### config.mk
export PLATFORM = sky130hd
export DESIGN_NAME = ask_frame_ctrl
export DESIGN_NICKNAME = d
export VERILOG_FILES = /design/src/rtl/ask_frame_ctrl.sv
export SDC_FILE = /design/constraint.sdc
export NUM_CORES = 1
export LEC_CHECK = 0
export CAP_MARGIN = 10
export CORE_MARGIN = 2
export CORE_UTILIZATION = 50
export DETAILED_ROUTE_END_ITERATION = 8
export PLACE_DENSITY = 0.78
export REMOVE_ABC_BUFFERS = 1
export SLEW_MARGIN = 25
export SYNTH_ARGS = -nofsm -noshare
export SYNTH_HDL_FRONTEND = slang
export SYNTH_SLANG_ARGS = --single-unit
### constraint.sdc
create_clock -name clk -period 5.6 [get_ports clk]
set_input_delay 0.56 -clock clk [delete_from_list [all_inputs] [get_ports clk]]
set_output_delay 0.56 -clock clk [all_outputs]
set_load 0.1 [all_outputs]
### src/rtl/ask_frame_ctrl.sv
// Frame sequencer feeding the 2ASK modulator: preamble, MSB-first payload from a
// one-byte holding register, zero-level guard tail, with done/underrun/abort handling.
module ask_frame_ctrl #(
    parameter int unsigned SYM_DIV   = 16,
    parameter logic [7:0]  PRE_BYTE  = 8'hAA,
    parameter int unsigned PRE_BYTES = 2,
    parameter int unsigned GUARD     = 4
) (
    input  logic       clk,
    input  logic       rst_n,
    input  logic       start,
    input  logic [7:0] len,
    input  logic       abort,
    input  logic [7:0] tx_data,
    input  logic       tx_valid,
    output logic       tx_ready,
    output logic       sym_bit,
    output logic       sym_strobe,
    output logic       busy,
    output logic       done,
    output logic       err_underrun
);

    localparam int unsigned   CW         = (SYM_DIV > 1) ? $clog2(SYM_DIV) : 1;
    localparam logic [CW-1:0] SYM_LAST   = CW'(SYM_DIV - 1);
    localparam logic [7:0]    PRE_LAST   = 8'(PRE_BYTES - 1);
    localparam logic [7:0]    GUARD_LAST = (GUARD > 0) ? 8'(GUARD - 1) : 8'd0;
    localparam bit            HAS_GUARD  = (GUARD > 0);

    typedef enum logic [1:0] {
        ST_IDLE = 2'd0,
        ST_PRE  = 2'd1,
        ST_PAY  = 2'd2,
        ST_TAIL = 2'd3
    } state_t;

    state_t        state_r, state_n;
    logic [CW-1:0] sym_cnt_r, sym_cnt_n;
    logic [2:0]    bit_cnt_r, bit_cnt_n;
    logic [7:0]    byte_cnt_r, byte_cnt_n;
    logic [7:0]    tail_cnt_r, tail_cnt_n;
    logic [7:0]    fetched_r, fetched_n;
    logic [7:0]    len_r, len_n;
    logic [7:0]    shift_r, shift_n;
    logic [7:0]    hold_data_r, hold_data_n;
    logic          hold_valid_r, hold_valid_n;

    logic tx_ready_r, sym_bit_r, sym_strobe_r, busy_r, done_r, err_underrun_r;
    logic xfer_s, pay_load_s, data_end_s, finish_s, under_s;
    logic tx_ready_n, sym_bit_n, sym_strobe_n, busy_n;

    assign tx_ready     = tx_ready_r;
    assign sym_bit      = sym_bit_r;
    assign sym_strobe   = sym_strobe_r;
    assign busy         = busy_r;
    assign done         = done_r;
    assign err_underrun = err_underrun_r;

    // Next-state, counters, holding register and next output values
    always_comb begin
        state_n      = state_r;
        sym_cnt_n    = sym_cnt_r;
        bit_cnt_n    = bit_cnt_r;
        byte_cnt_n   = byte_cnt_r;
        tail_cnt_n   = tail_cnt_r;
        fetched_n    = fetched_r;
        len_n        = len_r;
        shift_n      = shift_r;
        hold_data_n  = hold_data_r;
        hold_valid_n = hold_valid_r;
        pay_load_s   = 1'b0;
        data_end_s   = 1'b0;
        finish_s     = 1'b0;
        under_s      = 1'b0;
        xfer_s       = tx_valid && tx_ready_r;

        if (state_r == ST_IDLE) begin
            if (start) begin
                state_n      = ST_PRE;
                len_n        = len;
                shift_n      = PRE_BYTE;
                sym_cnt_n    = '0;
                bit_cnt_n    = 3'd0;
                byte_cnt_n   = 8'd0;
                tail_cnt_n   = 8'd0;
                fetched_n    = 8'd0;
                hold_valid_n = 1'b0;
            end else begin
                state_n = ST_IDLE;
            end
        end else if (abort) begin
            state_n      = ST_IDLE;
            hold_valid_n = 1'b0;
        end else begin
            if (xfer_s) begin
                hold_data_n  = tx_data;
                hold_valid_n = 1'b1;
                fetched_n    = fetched_r + 8'd1;
            end else begin
                hold_valid_n = hold_valid_r;
            end

            if (sym_cnt_r == SYM_LAST) begin
                sym_cnt_n = '0;
                if (state_r == ST_TAIL) begin
                    if (tail_cnt_r == GUARD_LAST) begin
                        finish_s = 1'b1;
                    end else begin
                        tail_cnt_n = tail_cnt_r + 8'd1;
                    end
                end else if (bit_cnt_r != 3'd7) begin
                    shift_n   = {shift_r[6:0], 1'b0};
                    bit_cnt_n = bit_cnt_r + 3'd1;
                end else begin
                    bit_cnt_n = 3'd0;
                    if (state_r == ST_PRE) begin
                        if (byte_cnt_r == PRE_LAST) begin
                            byte_cnt_n = 8'd0;
                            if (len_r != 8'd0) begin
                                pay_load_s = 1'b1;
                            end else begin
                                data_end_s = 1'b1;
                            end
                        end else begin
                            shift_n    = PRE_BYTE;
                            byte_cnt_n = byte_cnt_r + 8'd1;
                        end
                    end else begin
                        if ((byte_cnt_r + 8'd1) == len_r) begin
                            data_end_s = 1'b1;
                        end else begin
                            byte_cnt_n = byte_cnt_r + 8'd1;
                            pay_load_s = 1'b1;
                        end
                    end
                end
            end else begin
                sym_cnt_n = sym_cnt_r + CW'(1);
            end

            // A byte arriving in the boundary cycle itself bypasses the holding register
            if (pay_load_s) begin
                state_n = ST_PAY;
                if (hold_valid_r) begin
                    shift_n      = hold_data_r;
                    hold_valid_n = 1'b0;
                end else if (xfer_s) begin
                    shift_n      = tx_data;
                    hold_valid_n = 1'b0;
                end else begin
                    state_n      = ST_IDLE;
                    under_s      = 1'b1;
                    hold_valid_n = 1'b0;
                end
            end else begin
                under_s = 1'b0;
            end

            if (data_end_s) begin
                if (HAS_GUARD) begin
                    state_n    = ST_TAIL;
                    tail_cnt_n = 8'd0;
                end else begin
                    finish_s = 1'b1;
                end
            end else begin
                finish_s = finish_s;
            end

            if (finish_s) begin
                state_n = ST_IDLE;
            end else begin
                state_n = state_n;
            end
        end

        busy_n       = (state_n != ST_IDLE);
        sym_bit_n    = ((state_n == ST_PRE) || (state_n == ST_PAY)) ? shift_n[7] : 1'b0;
        sym_strobe_n = busy_n && (sym_cnt_n == '0);
        tx_ready_n   = busy_n && !hold_valid_n && (fetched_n < len_n);
    end

    // Frame state, counters and holding register
    always_ff @(posedge clk or negedge rst_n) begin
        if (!rst_n) begin
            state_r      <= ST_IDLE;
            sym_cnt_r    <= '0;
            bit_cnt_r    <= 3'd0;
            byte_cnt_r   <= 8'd0;
            tail_cnt_r   <= 8'd0;
            fetched_r    <= 8'd0;
            len_r        <= 8'd0;
            shift_r      <= 8'd0;
            hold_data_r  <= 8'd0;
            hold_valid_r <= 1'b0;
        end else begin
            state_r      <= state_n;
            sym_cnt_r    <= sym_cnt_n;
            bit_cnt_r    <= bit_cnt_n;
            byte_cnt_r   <= byte_cnt_n;
            tail_cnt_r   <= tail_cnt_n;
            fetched_r    <= fetched_n;
            len_r        <= len_n;
            shift_r      <= shift_n;
            hold_data_r  <= hold_data_n;
            hold_valid_r <= hold_valid_n;
        end
    end

    // Output flops, loaded from next-state values so outputs line up with the state
    always_ff @(posedge clk or negedge rst_n) begin
        if (!rst_n) begin
            tx_ready_r     <= 1'b0;
            sym_bit_r      <= 1'b0;
            sym_strobe_r   <= 1'b0;
            busy_r         <= 1'b0;
            done_r         <= 1'b0;
            err_underrun_r <= 1'b0;
        end else begin
            tx_ready_r     <= tx_ready_n;
            sym_bit_r      <= sym_bit_n;
            sym_strobe_r   <= sym_strobe_n;
            busy_r         <= busy_n;
            done_r         <= finish_s;
            err_underrun_r <= under_s;
        end
    end

endmodule

==> metrics, run 1 <==
post-synth top area share=42.8%; combined area of the multi-input logic cells=1990 um^2; die height=90.6 um; Hold-fix buffers, CTS=0; most frequent cells after synthesis=dfrtp_1 (64), o21ai_0 (35), nand2_1 (30); Pre-Repair DR Iteration Count=4; Chip Width=90.6 um; GR Overflow Total=0; Syn Area/Cell=9.78 um^2; Synth warnings=0; register area=1600 um^2; crit-path max FO=10; number of max-cap violations=0; fmax=0.294 GHz; endpoint class of the critical path=register; final hold slack=0.359 ns; CTS Sinks=64; Clock Path Buffers=2; flop-to-flop setup slack=2.20 ns; Worst-Skew Late Latency=0.34 ns; Ant. Diodes=0; area grow syn2layout=13.7%; GPL Wtd Cong=0.894; most frequent cell after synthesis=dfrtp_1; DR WL/cell=16.4 um; Post-CTS Resized=0; slew at the pin closest to its max-slew limit=0.966 ns; Seq/Total Area, Yosys=42.8%; final setup vio count=0; Port Buffers=26; Mapped Area=3750 um^2; fin nets=444; Async S/R FF share, synth=100%; antenna violations before repair=0; cell count after synthesis=383; Yosys cell types=60; dominant cells by area after synthesis=dfrtp_1 (43%), ha_1 (6.0%), o21ai_0 (4.7%); final hold vios=0; Core Box Area=7250 um^2; WL final=8310 um; layout cell share with drive strength beyond 1=8.33%; Tcrit/Tclk final=60.8%; effective utilization at floorplan=51.6%; Fin Setup TNS=0 ns; status=finished clean; FP Rows=31; max-slew violations=0; H-tree Lvls=3; DR iter-0 viols=203; Yosys reg bits=64; clock edge transition at the registers on the reported setup and hold paths=0.07 ns; Rel. slew slack=35.4%; Yosys top cell by area=dfrtp_1; via count=3054; RSZ-0062 raised after global routing=no; Critical Path Start Type=register; Pleak=1.90 nW; Layout fillers=628; critical path arrival=3.66 ns; clock root buffer master=clkbuf_8; postcts setup bufs=0; Min-Delay Path Class=input port to asynchronous set/reset pin; WP data required=5.86 ns; Cell Pwr Density=307 nW/um^2; HPWL Detailed=6050 um; Post-DRT Antenna Nets=0; Via density=6.02; Total GRT Usage=21.5%; CP Class=register to register; vias in the first global route=2944; number of synthesized flops with an enable pin=0; Peak VDD IR=0.204 mV; I/O pins=27; CTS tree=yes; min Tclk post-route=3.40 ns; Die ar.=8200 um^2; dominant synthesized flop cell=dfrtp_1; first-pass GRT wire length=14200 um; Remaining DRCs=0; clock buffer count from CTS=9; pin count of the biggest net entering global routing=65; Max Clock Skew=0.00621 ns
-- final timing paths --
check                                       endpoint                 startpoint  depth (start not counted)
min reg2reg                 bit_cnt_r[2]$_DFFE_PN0P_   bit_cnt_r[2]$_DFFE_PN0P_                          2
min                        byte_cnt_r[5]$_DFFE_PN0P_                      rst_n                          2
max reg2reg                       tx_ready$_DFF_PN0_  byte_cnt_r[0]$_DFFE_PN0P_                         11
max                               tx_ready$_DFF_PN0_  byte_cnt_r[0]$_DFFE_PN0P_                         11
max in group asynchronous     fetched_r[6]$_DFF_PN0_                      rst_n                          2
min in group clk            bit_cnt_r[2]$_DFFE_PN0P_   bit_cnt_r[2]$_DFFE_PN0P_                          2
-- routing by layer --
| metal | vias up | share of wire, % | track usage (%) |
|---|---|---|---|
| met4 | 0 | 1.6 | 6.03 |
| met3 | 12 | 5.0 | 4.84 |
| met5 | - | 0 | 0 |
| met1 | 1498 | 45 | 28.2 |
| li1 | 1471 | - | - |
| met2 | 73 | 48 | 36.0 |
-- sequential cells by signal (all words and copies together) (netlist names) --
signal / cells
bit_cnt_r: 3
busy: 1
byte_cnt_r: 8
done: 1
err_underrun: 1
fetched_r: 8
hold_data_r: 8
hold_valid_r: 1
len_r: 8
shift_r: 8
state_r: 2
sym_bit: 1
sym_cnt_r: 4
sym_strobe: 1
tail_cnt_r: 8
tx_ready: 1
-- power by group --
group	internal [mW]	total, mW	switching [mW]
Sequential	0.527	0.587	0.0600
Clock	0.256	0.434	0.178
Combinational	0.123	0.286	0.163
-- critical path, stage by stage (launching register included) --
cell and delay (ns):
dfrtp_1 0.50, ha_1 0.43, and3_1 0.24, nand3_2 0.10
o31a_1 0.33, a211o_2 0.42, a21oi_1 0.36, a21oi_1 0.11
o21a_1 0.19, ha_1 0.24, a211o_1 0.24, nor3_1 0.16
-- through the flow --
step / instances / utilization (%) / power [mW] / area, um^2 / setup slack, ns
after detailed placement: 493 / 55.8 / 0.880 / 4050 / 2.24
after global placement: 493 / 55.8 / 0.868 / 4050 / 2.34
after global routing: 507 / 58.7 / 1.38 / 4260 / 2.03
after CTS: 507 / 58.7 / 1.31 / 4260 / 2.23
final: 507 / 58.7 / 1.31 / 4260 / 2.20
after floorplan: 366 / - / 0.787 / 3660 / 2.35
-- cell families after synthesis --
kind of cell	after synthesis	share of synthesized area, %
buf+inv	35	4.21
fa+ha+maj	18	6.01
mux	23	6.41
flops	64	42.8
compound gates	111	20.4
simple gates	121	17.3
xor+xnor	11	2.94
-- placed cells by master, fill, tap and decap left out, types with 6 or more instances in the layout --
cell / netlist / layout
mux2_2: 8 / 8
clkdlybuf4s50_1: 0 / 25
ha_1: 18 / 18
dfrtp_1: 64 / 64
inv_1: 18 / 18
a21oi_1: 12 / 12
a22o_1: 8 / 8
and3_1: 7 / 7
nand2b_1: 10 / 10
nor3_1: 6 / 6
o31ai_1: 9 / 9
nor2_1: 14 / 14
a21o_1: 7 / 7
nand3_1: 21 / 21
mux2i_1: 15 / 15
o21ai_0: 35 / 35
xnor2_1: 7 / 7
clkbuf_8: 0 / 10
nand2_1: 30 / 30
-- area by class of cell --
| cell class | instances | share of cell area [%] |
|---|---|---|
| sequential | 64 | 37.6 |
| multi-input combinational | 284 | 46.7 |
| timing repair buffer | 28 | 6.35 |
| tap | 99 | 2.91 |
| clock inverter | 4 | 1.65 |
| inverter | 18 | 1.59 |
| clock buffer | 10 | 3.23 |
(Power assumes the default switching activity.)
==> inputs of run 2 (changes only) <==
==> constraint.sdc (replaced) <==
create_clock -name clk -period 3.2 [get_ports clk]
set_input_delay 0.32 -clock clk [delete_from_list [all_inputs] [get_ports clk]]
set_output_delay 0.32 -clock clk [all_outputs]
set_load 0.1 [all_outputs]
==> run 2 against run 1 <==
Global-route usage rose by 0.41 points. Sequential share of layout area fell by 0.57 points. Final cell count rose by 2.0%. Design area rose by 1.6%. Flip-flop and latch count did not move. Wire length rose by 1.3%. Sequential power rose by 74%. Setup slack got worse by 2.1 ns. First-iteration DRC count fell by 12%. Highest routed layer unchanged.
==> metrics, run 2 (synthesized netlist as in run 1, its figures left out) <==
status=finished clean; via count=3099; CP Class=register to register; vias in the first global route=3007; layout cell share with drive strength beyond 1=11.2%; antenna violations before repair=0; DR WL/cell=16.3 um; DR iter-0 viols=178; clock root buffer master=clkbuf_8; global route hottest layer=met2; clock buffer count from CTS=9; Chip Width=90.6 um; fmax=0.325 GHz; Tcrit/Tclk final=96.2%; HPWL Detailed=6150 um; Layout fillers=629; number of max-cap violations=0; Min-Delay Path Class=input port to asynchronous set/reset pin; Worst-Skew Late Latency=0.35 ns; postcts setup bufs=0; CTS tree=yes; slew at the pin closest to its max-slew limit=0.965 ns; final setup vio count=0; commonest non-fill, non-tap cell in the layout=dfrtp_1; critical path arrival=3.33 ns; WP data required=3.45 ns; fin nets=452; die height=90.6 um; Core Box Area=7250 um^2; Max Clock Skew=0.0121 ns; Post-Layout Inst Area=4330 um^2; Pre-Repair DR Iteration Count=4; Ant. Diodes=0; min Tclk post-route=3.08 ns; crit-path max FO=7; Port Buffers=26; CTS Sinks=64; Peak VDD IR=0.263 mV; endpoint class of the critical path=register; H-tree Lvls=3; clock edge transition at the registers on the reported setup and hold paths=0.08 ns; I/O pins=27; first-pass GRT wire length=14400 um; Rel. slew slack=35.5%; Via density=5.99; Fin Setup TNS=0 ns; post-route setup slack=0.120 ns; max-slew violations=0; DP Area=4110 um^2; WL final=8420 um; met1 GRT Util=27.8%; effective utilization at floorplan=51.6%; Cell Pwr Density=521 nW/um^2; final hold vios=0; commonest cells after routing, fill and taps aside=dfrtp_1 (63), o21ai_0 (35), nand2_1 (30); grt met2 use=36.4%; pre-CTS WS=-0.0202 ns; Pleak=1.92 nW; GPL Wtd Cong=0.893; Clock Path Buffers=2; Post-DRT Antenna Nets=0; Critical Path Start Type=register; M3 GR Usage=4.84%; FP Rows=31; RSZ-0062 raised after global routing=no; Die ar.=8200 um^2; pin count of the biggest net entering global routing=65; Remaining DRCs=0; GR Overflow Total=0; Total GRT Usage=21.9%; area grow syn2layout=15.5%
## run 2: cell type report
type	instances	area, um^2	share of cell area, %
inverters	18	67.6	1.56
clock inverters	5	56.3	1.30
clock buffers	11	141	3.27
well taps	99	124	2.86
multi-input cells	284	2000	46.3
flip-flops and latches	64	1600	37.0
repair buffers	36	330	7.63
## run 2: path summary, 6_finish.rpt
check,startpoint,end,slack (ns),depth (start not counted)
max,byte_cnt_r[0]$_DFFE_PN0P_,tx_ready$_DFF_PN0_,0.12,12
min,rst_n,byte_cnt_r[4]$_DFFE_PN0P_,0.13,2
min in group clk,bit_cnt_r[2]$_DFFE_PN0P_,bit_cnt_r[2]$_DFFE_PN0P_,0.48,2
max in group asynchronous,rst_n,byte_cnt_r[1]$_DFFE_PN0P_,2.51,2
max reg2reg,byte_cnt_r[0]$_DFFE_PN0P_,tx_ready$_DFF_PN0_,0.12,12
min reg2reg,bit_cnt_r[2]$_DFFE_PN0P_,bit_cnt_r[2]$_DFFE_PN0P_,0.48,2
## run 2: where the power goes
group	leakage (nW)	switching, mW	internal, mW	total (mW)
Combinational	0.997	0.294	0.227	0.521
Sequential	0.827	0.102	0.923	1.02
Clock	0.0993	0.331	0.380	0.711
Total	1.92	0.726	1.53	2.26
## run 2: worst max-delay path: stages, from the launching register on
cell      delay, ns
dfrtp_1        0.41
buf_4          0.17
ha_1           0.33
xnor2_1        0.13
nor3_1         0.18
o211ai_1       0.15
a211o_2        0.38
and2_1         0.22
o21ai_0        0.22
o21ai_0        0.11
ha_1           0.23
a211o_1        0.23
nor3_1         0.21
## run 2: per-layer routing
layer  wire length [um]  vias to the layer above
met2               4310                       52
met5                  0                        -
met1               3690                     1560
li1                   -                     1478
met4                115                        0
met3                298                        9
## run 2: per-stage QoR
step	cells	power [mW]	util, %	hold slack, ns
final	517	2.26	59.7	0.126
after detailed placement	501	1.55	56.7	0.471
after CTS	517	2.26	59.4	0.168
after floorplan	366	1.38	-	0.0244
after global placement	501	1.53	56.7	0.459
after global routing	517	2.38	59.7	0.211
## run 2: repair_timing
| action | 4_1_cts | 5_1_grt |
|---|---|---|
| hold buffers | 0 | 0 |
| setup endpoints to repair | 1 | 1 |
| endpoints found under the hold margin | 0 | 0 |
| gates resized for setup | 1 | 4 |
